[src/rtl/display_scan_driver.sv]
// Two-digit multiplexed 7-segment driver for a latched 4-bit value (0..15).
// Scans units and tens with a one-cycle blank gap between them to avoid ghosting.
module display_scan_driver #(
    parameter int unsigned REFRESH_DIV = 50000,
    parameter bit          BLANK_LZ    = 1'b1
) (
    input  logic       clk,
    input  logic       rst,
    input  logic       load,
    input  logic [3:0] Data_in,
    output logic [3:0] OUTbinario,
    output logic [6:0] outDisplay,
    output logic       an3,
    output logic       an4
);

    localparam int unsigned    CNT_W    = (REFRESH_DIV > 2) ? $clog2(REFRESH_DIV) : 1;
    localparam logic [CNT_W-1:0] CNT_LAST = CNT_W'(REFRESH_DIV - 1);
    localparam logic [6:0]     SEG_BLANK = 7'b1111111;

    typedef enum logic [1:0] {
        S_UNITS = 2'd0,
        S_GAP_A = 2'd1,
        S_TENS  = 2'd2,
        S_GAP_B = 2'd3
    } scan_state_t;

    scan_state_t      state, next_state;
    logic [CNT_W-1:0] cnt, cnt_next;
    logic [3:0]       value;
    logic             tens;
    logic [3:0]       units;

    // Active-low segment pattern {g,f,e,d,c,b,a} for a decimal digit.
    function automatic logic [6:0] seg_code(input logic [3:0] digit);
        logic [6:0] code;
        unique case (digit)
            4'd0:    code = 7'b1000000;
            4'd1:    code = 7'b1111001;
            4'd2:    code = 7'b0100100;
            4'd3:    code = 7'b0110000;
            4'd4:    code = 7'b0011001;
            4'd5:    code = 7'b0010010;
            4'd6:    code = 7'b0000010;
            4'd7:    code = 7'b1111000;
            4'd8:    code = 7'b0000000;
            4'd9:    code = 7'b0010000;
            default: code = SEG_BLANK;
        endcase
        return code;
    endfunction

    // NOTE: registers use non-blocking (<=) so every flop samples pre-edge values;
    // blocking assignments here would make results depend on process order.
    always_ff @(posedge clk or negedge rst) begin
        if (!rst) begin
            value <= 4'd0;
        end else if (load) begin
            value <= Data_in;
        end
    end

    always_ff @(posedge clk or negedge rst) begin
        if (!rst) begin
            state <= S_UNITS;
            cnt   <= '0;
        end else begin
            state <= next_state;
            cnt   <= cnt_next;
        end
    end

    // NOTE: every always_comb output gets a default before the case; a missing
    // assignment on any path would infer a latch.
    always_comb begin
        next_state = state;
        cnt_next   = cnt;
        unique case (state)
            S_UNITS: begin
                if (cnt == CNT_LAST) begin
                    next_state = S_GAP_A;
                    cnt_next   = '0;
                end else begin
                    cnt_next = cnt + 1'b1;
                end
            end
            S_GAP_A: begin
                next_state = S_TENS;
                cnt_next   = '0;
            end
            S_TENS: begin
                if (cnt == CNT_LAST) begin
                    next_state = S_GAP_B;
                    cnt_next   = '0;
                end else begin
                    cnt_next = cnt + 1'b1;
                end
            end
            S_GAP_B: begin
                next_state = S_UNITS;
                cnt_next   = '0;
            end
            default: begin
                next_state = S_UNITS;
                cnt_next   = '0;
            end
        endcase
    end

    // Digit split only ever sees 0..15, so tens is at most 1.
    always_comb begin
        tens  = (value >= 4'd10);
        units = tens ? (value - 4'd10) : value;
    end

    // Outputs decode purely from registered state; inputs never reach them directly.
    always_comb begin
        an3        = 1'b1;
        an4        = 1'b1;
        outDisplay = SEG_BLANK;
        unique case (state)
            S_UNITS: begin
                an4        = 1'b0;
                outDisplay = seg_code(units);
            end
            S_TENS: begin
                if (BLANK_LZ && !tens) begin
                    an3        = 1'b1;
                    outDisplay = SEG_BLANK;
                end else begin
                    an3        = 1'b0;
                    outDisplay = seg_code({3'b000, tens});
                end
            end
            default: begin
                an3        = 1'b1;
                an4        = 1'b1;
                outDisplay = SEG_BLANK;
            end
        endcase
    end

    assign OUTbinario = value;

endmodule

[config.mk]
export PLATFORM = sky130hd
export DESIGN_NAME = display_scan_driver
export DESIGN_NICKNAME = d
export VERILOG_FILES = /design/src/rtl/display_scan_driver.sv
export SDC_FILE = /design/constraint.sdc
export NUM_CORES = 1
export LEC_CHECK = 0
export ABC_AREA = 1
export CAP_MARGIN = 20
export CORE_MARGIN = 8
export CORE_UTILIZATION = 35
export CTS_BUF_LIST = sky130_fd_sc_hd__clkbuf_4
export CTS_CLUSTER_DIAMETER = 120
export DETAILED_ROUTE_END_ITERATION = 16
export DONT_BUFFER_PORTS = 1
export MAX_ROUTING_LAYER = met4
export PLACE_DENSITY = 0.47
export SYNTH_ARGS = -nofsm -noshare
export SYNTH_HDL_FRONTEND = slang
export SYNTH_SLANG_ARGS = --single-unit
[constraint.sdc]
create_clock -name clk -period 1.85 [get_ports clk]
set_input_delay 0.185 -clock clk [delete_from_list [all_inputs] [get_ports clk]]
set_output_delay 0.185 -clock clk [all_outputs]
set_load 0.1 [all_outputs]
==> After elaboration in Yosys (flattened, before gate mapping) <==
Memories as Yosys holds them, arrays and structs flattened.
Cells that the tools add are included.
W data, S select, Z words.
{ "word_totals": {"rom_bits": 112, "memories": 1, "input_bits": 7, "ram_bits": 0, "out_inout_bits": 13, "regBits": 22, "latchBits": 0} }
{ "mem_list": {"columns": ["memory", "words", "word_bits", "rd", "rd_ports_with_merged_regs", "wr", "line_no", "source"], "rows": [
  ["(no name shown)", 16, 7, 1, 0, 0, "37", "unique case (digit)"]
]} }
{ "classes": {"eq_ne": 6, "n_addsub": 2, "mux": 11, "bitwise": 0, "n_shift": 0, "div_mod_pow": 0, "order_cmp": 1, "n_mul": 0, "reduce_logical": 4} }
{ "op_table": {"columns": ["op", "count"], "rows": [
  ["$pmux W16 S2", 1],
  ["$add A16 B1 Y16 const B", 1],
  ["$eq A16 B16 Y1 const B", 1],
  ["$mux W16", 1],
  ["$pmux W7 S2", 1],
  ["$pmux W2 S4", 1],
  ["$eq A2 B2 Y1 const B", 2],
  ["$ge A4 B4 Y1 const B", 1],
  ["$mux W2", 2],
  ["$mux W4", 1],
  ["$ne A2 B2 Y1 const B", 2],
  ["$reduce_or A2 Y1", 2],
  ["$sub A4 B4 Y4 const B", 1],
  ["$mux W1", 3],
  ["$mux W3", 1],
  ["$eq A2 B1 Y1 const B", 1],
  ["$logic_not A2 Y1", 1],
  ["$reduce_and A2 Y1", 1]
]} }

==> Longest topological paths before layout <==
An unclocked memory read counts as a cell.
{ "logic_depth": {"depth_word": 4, "depth_mapped": 10, "depth_no_buf": 10} }

==> Least setup slack after synthesis <==
Ideal clock, no wire load.
{ "synth_timing": {"path_type": "register to output", "start": "register value[3], in the netlist OUTbinario[3]", "end": "output port outDisplay[1]", "required_ns": 1.665, "slack_ns": -1.112, "arrival_ns": 2.777, "stages_incl_launch_ff": 6, "cell_sequence": "dfrtp_1 inv_1 nor2_1 nand2_1 o21ai_0 nand2_1"} }
{ "synth_via": {"elab_chain_len": 4} }
{ "synth_rtl": {"columns": ["element", "line_no", "source"], "rows": [
  ["start: declaration", "30", "logic [3:0] value;"],
  ["start signal: assignment", "59", "value <= Data_in;"],
  ["$sub A4 B4 Y4 or $ge A4 B4 Y1 (tied branches)", "113, 112", null],
  ["$mux W4", "113", "units = tens ? (value - 4'd10) : value;"],
  ["$mem_v2 Z16 W7", null, null],
  ["$pmux W7 S2 (*)", "121", "unique case (state)"],
  ["end: declaration", "12", "output logic [6:0] outDisplay,"]
]} }
Every way passes the cells marked *; elsewhere a longest branch is shown, timed or not.

==> Final worst setup path <==
{ "layout_timing": {"start": "register value[1], in the netlist OUTbinario[1]", "end": "output port outDisplay[0]"} }
{ "layout_via": {"elab_chain_len": 4} }
{ "layout_rtl": {"columns": ["element", "line_no"], "rows": [
  ["$sub A4 B4 Y4 or $ge A4 B4 Y1 (tied branches)", "113, 112"],
  ["$mux W4 (*)", "113"],
  ["$mem_v2 Z16 W7 (*)", null],
  ["$pmux W7 S2 (*)", "121"]
]} }
Marks and branches as above.

==> results.md <==
* Status: finished with violations
* Failing checks: negative setup slack
* Root Driver: clkbuf_4
* Clock latency at the later pin of the worst-skew pair at 0.31 ns
* Clock share of power at 22.2%
* Largest family of logic cells by synthesized area: simple AND/OR/NAND/NOR gates
* Endpoint class of the critical path: primary output
* Die width at 81.6 um
* Row count at 24
* Net Sw Power at 0.000752 W
* Slew margin rel. at 71.5%
* DP HPWL at 2640 um
* YS warnings at 0
* Setup ws final at -0.249 ns
* FF/Latch Area at 563 um^2
* Post-route ant nets at 0
* Syn Inst Count at 204
* CTS tree: yes
* H-tree levels at 1
* Die H at about 82 um
* Clock Path Buffers at 2
* TritonCTS buffer count at 3
* Post-Synth Simple-Gate Area at approximately 41%
* Kind of critical path: reg2out
* Startpoint types: flop
* Class of the worst hold path: in2async
* Net count after synthesis at 220
* Total Wirelength at 3730 um
* Port Buffers at 0
* Synth top area cells: dfrtp_1 37%, nand2_1 14%, nor2_1 9.2%
* Post-synth EDFFs at 0
* DR pass1 iterations at 7
* Yosys top cell area share at approximately 37%
* Share of layout cells above drive strength 1 at around a third
* Fill count at 385
* Total GRT Usage at 12.1%
* Footprint of the multi-input gates at ~1200 um^2
* Total overflow reported by the global router at 0
* First-pass GRT wire length at 6290 um
* Leak at 1.03 nW
* Area growth syn-to-layout at 48.4%
* Crit path DAT at 1.91 ns
* Max-slew violations at 0
* Maximum fanout along the worst path at 5
* DR iter-0 viols at 58
* #FFs+latches synth at 22
* Internal at between 0.0009 and 0.001 W
* Period utilisation layout at 113%
* Vias in the first global route at 1396
* Adder-cell area share of the yosys netlist at around 7.5%
* Nets at ~250
* Num ports at 20
* Post-synthesis compound-gate area fraction at 6.48%
* Die area at approximately 6700 um^2
* R2r endpoint: cnt[9]
* Peak supply drop at 0.387 mV
* Post-synth top area cell: dfrtp_1
* Mux contribution to synthesized area at 0%
* Diodes inserted at 0
* Combinational power share at 48.0%
* Commonest cells in the synthesized netlist: 58 x nand2_1, 37 x nor2_1, 22 x dfrtp_1
* Clock Sinks at 22
* Reg2Reg Depth at 7
* Max Freq at around 0.48 GHz
* PwrDens at 761 nW/um^2
* Netlist cell types at 26
* Setup TNS at -1.31 ns
* XOR/XNOR share of the synthesized area at 3.49%
* Via density at 4.78
* DR WL/cell at around 13 um
* Via count at between 1000 and 1500
* Largest net degree at the start of global routing at 23
* Antenna violations before repair at 0
* Residual DRC at 0
* Most used DFF post-synth: dfrtp_1
* Clock Skew at 0.00508 ns
* Post-Synthesis Cell Area at approximately 1500 um^2
* Syn_area_per_cell at 7.38 um^2
* Net Sw Frac at 44.2%
* RSZ-0062 raised after global routing: true
* Tmin final at 2.10 ns
* Count leader, synth: nand2_1
* Reg-to-reg startpoint: state[1]
* Sequential share of power at 29.7%
* Overall power at 0.00170 W
* Fin. Hold Viols at 0
* Reg clk slew, reported paths at 0.14 ns
* Ys async rst share at 100%
* Gp weighted congestion at 0.851
* Starting Density at 35.3%
* Worst reg-to-reg setup slack at 0.30 ns
* Required time worst endpoint at between 1.5 and 2 ns
* Core area at 4260 um^2
* Hold slack at 0.169 ns
* # setup viols final at 7
* Max Cap Viol at 0
* Worst Tran Pin Value at 0.428 ns
* Post-synthesis sequential area ratio at 36.5%
[final cells by class]
cell class                 instances  share of cell area [%]
multi-input combinational        161                    52.7
sequential                        22                    25.2
timing repair buffer              28                    12.8
inverter                          21                    4.03
tap                               52                    2.91
clock inverter                     1                    1.34
clock buffer                       3                    1.01
[power by group through the flow]
stage          Sequential [W]  Clock [W]  Combinational (W)
2_1_floorplan        0.000572          0           0.000456
3_3_place_gp         0.000515          0           0.000600
3_5_place_dp         0.000515          0           0.000600
4_1_cts              0.000505   0.000390           0.000777
5_1_grt              0.000508   0.000410           0.000854
6_report             0.000506   0.000378           0.000817
[sequential cells by signal, summed over array words and instances, names as in the netlist]
signal / cells
cnt: 16
state: 2
OUTbinario: 4
[worst max-delay path, cell delays in order (launching register included)]
cell,delay [ns]
dfrtp_4,0.48
inv_4,0.06
ha_4,0.27
nand2_4,0.05
nand2_4,0.09
inv_6,0.05
nor2_8,0.14
nand3_1,0.15
nand3_4,0.13
buf_12,0.17
[stage by stage]
| step | setup slack [ns] | utilization (%) | cells | area, um^2 |
|---|---|---|---|---|
| after CTS | -0.211 | 50.4 | 283 | 2150 |
| after global placement | 0.0740 | 41.7 | 267 | 1780 |
| final | -0.249 | 52.4 | 288 | 2240 |
| after detailed placement | 0.0435 | 41.7 | 267 | 1780 |
| after global routing | -0.388 | 52.4 | 288 | 2240 |
| after floorplan | -0.202 | - | 204 | 1620 |
[per-layer routing]
metal	global-route usage (%)	wire, um	up-vias
met5	-	0	-
met4	3.16	26	0
met3	1.97	160	2
met2	22.2	1980	21
met1	13.2	1560	644
li1	-	-	709
[cells by family (layout without fill, tap and decap cells)]
| kind of cell | after synthesis | in the layout |
|---|---|---|
| xor+xnor | 6 | 6 |
| compound gates | 16 | 16 |
| buf+inv | 21 | 53 |
| simple gates | 130 | 130 |
| flops | 22 | 22 |
| fa+ha+maj | 9 | 9 |
[repair_timing]
| action | CTS | global route |
|---|---|---|
| pin swaps | 18 | 8 |
| gates resized for setup | 34 | 5 |
| hold buffers | 5 | 1 |
| endpoints found under the hold margin | 26 | 1 |
| endpoints found under the setup margin | 7 | 7 |
| buffers inserted | 7 | 3 |
[how the worst max path moves through the flow]
stage,from,end,cells after the start
2_1_floorplan,state[1],outDisplay[0],5
3_3_place_gp,OUTbinario[1],outDisplay[1],8
3_5_place_dp,OUTbinario[1],outDisplay[1],8
4_1_cts,OUTbinario[1],outDisplay[3],9
5_1_grt,OUTbinario[1],outDisplay[3],9
6_report,OUTbinario[1],outDisplay[0],9
[cell usage in the layout (no fill, tap or decap), types with 2 or more instances in the layout]
| cell | n |
|---|---|
| inv_1 | 14 |
| buf_4 | 17 |
| nand3b_1 | 2 |
| xnor2_1 | 2 |
| nor2_4 | 6 |
| nand2_4 | 7 |
| clkbuf_4 | 3 |
| nand2_2 | 6 |
| ha_4 | 3 |
| nand3_2 | 3 |
| o21ai_2 | 2 |
| inv_2 | 4 |
| dlygate4sd3_1 | 6 |
| dfrtp_4 | 3 |
| a21oi_1 | 5 |
| o21ai_1 | 2 |
| nand3_4 | 6 |
| dfrtp_1 | 18 |
| o21ai_0 | 5 |
| nor3_1 | 2 |
| ha_1 | 6 |
| nand3_1 | 7 |
| nand2_1 | 44 |
| xor2_1 | 4 |
| nand2_8 | 7 |
| buf_12 | 3 |
| nor2_1 | 35 |
(Power assumes the default switching activity.)
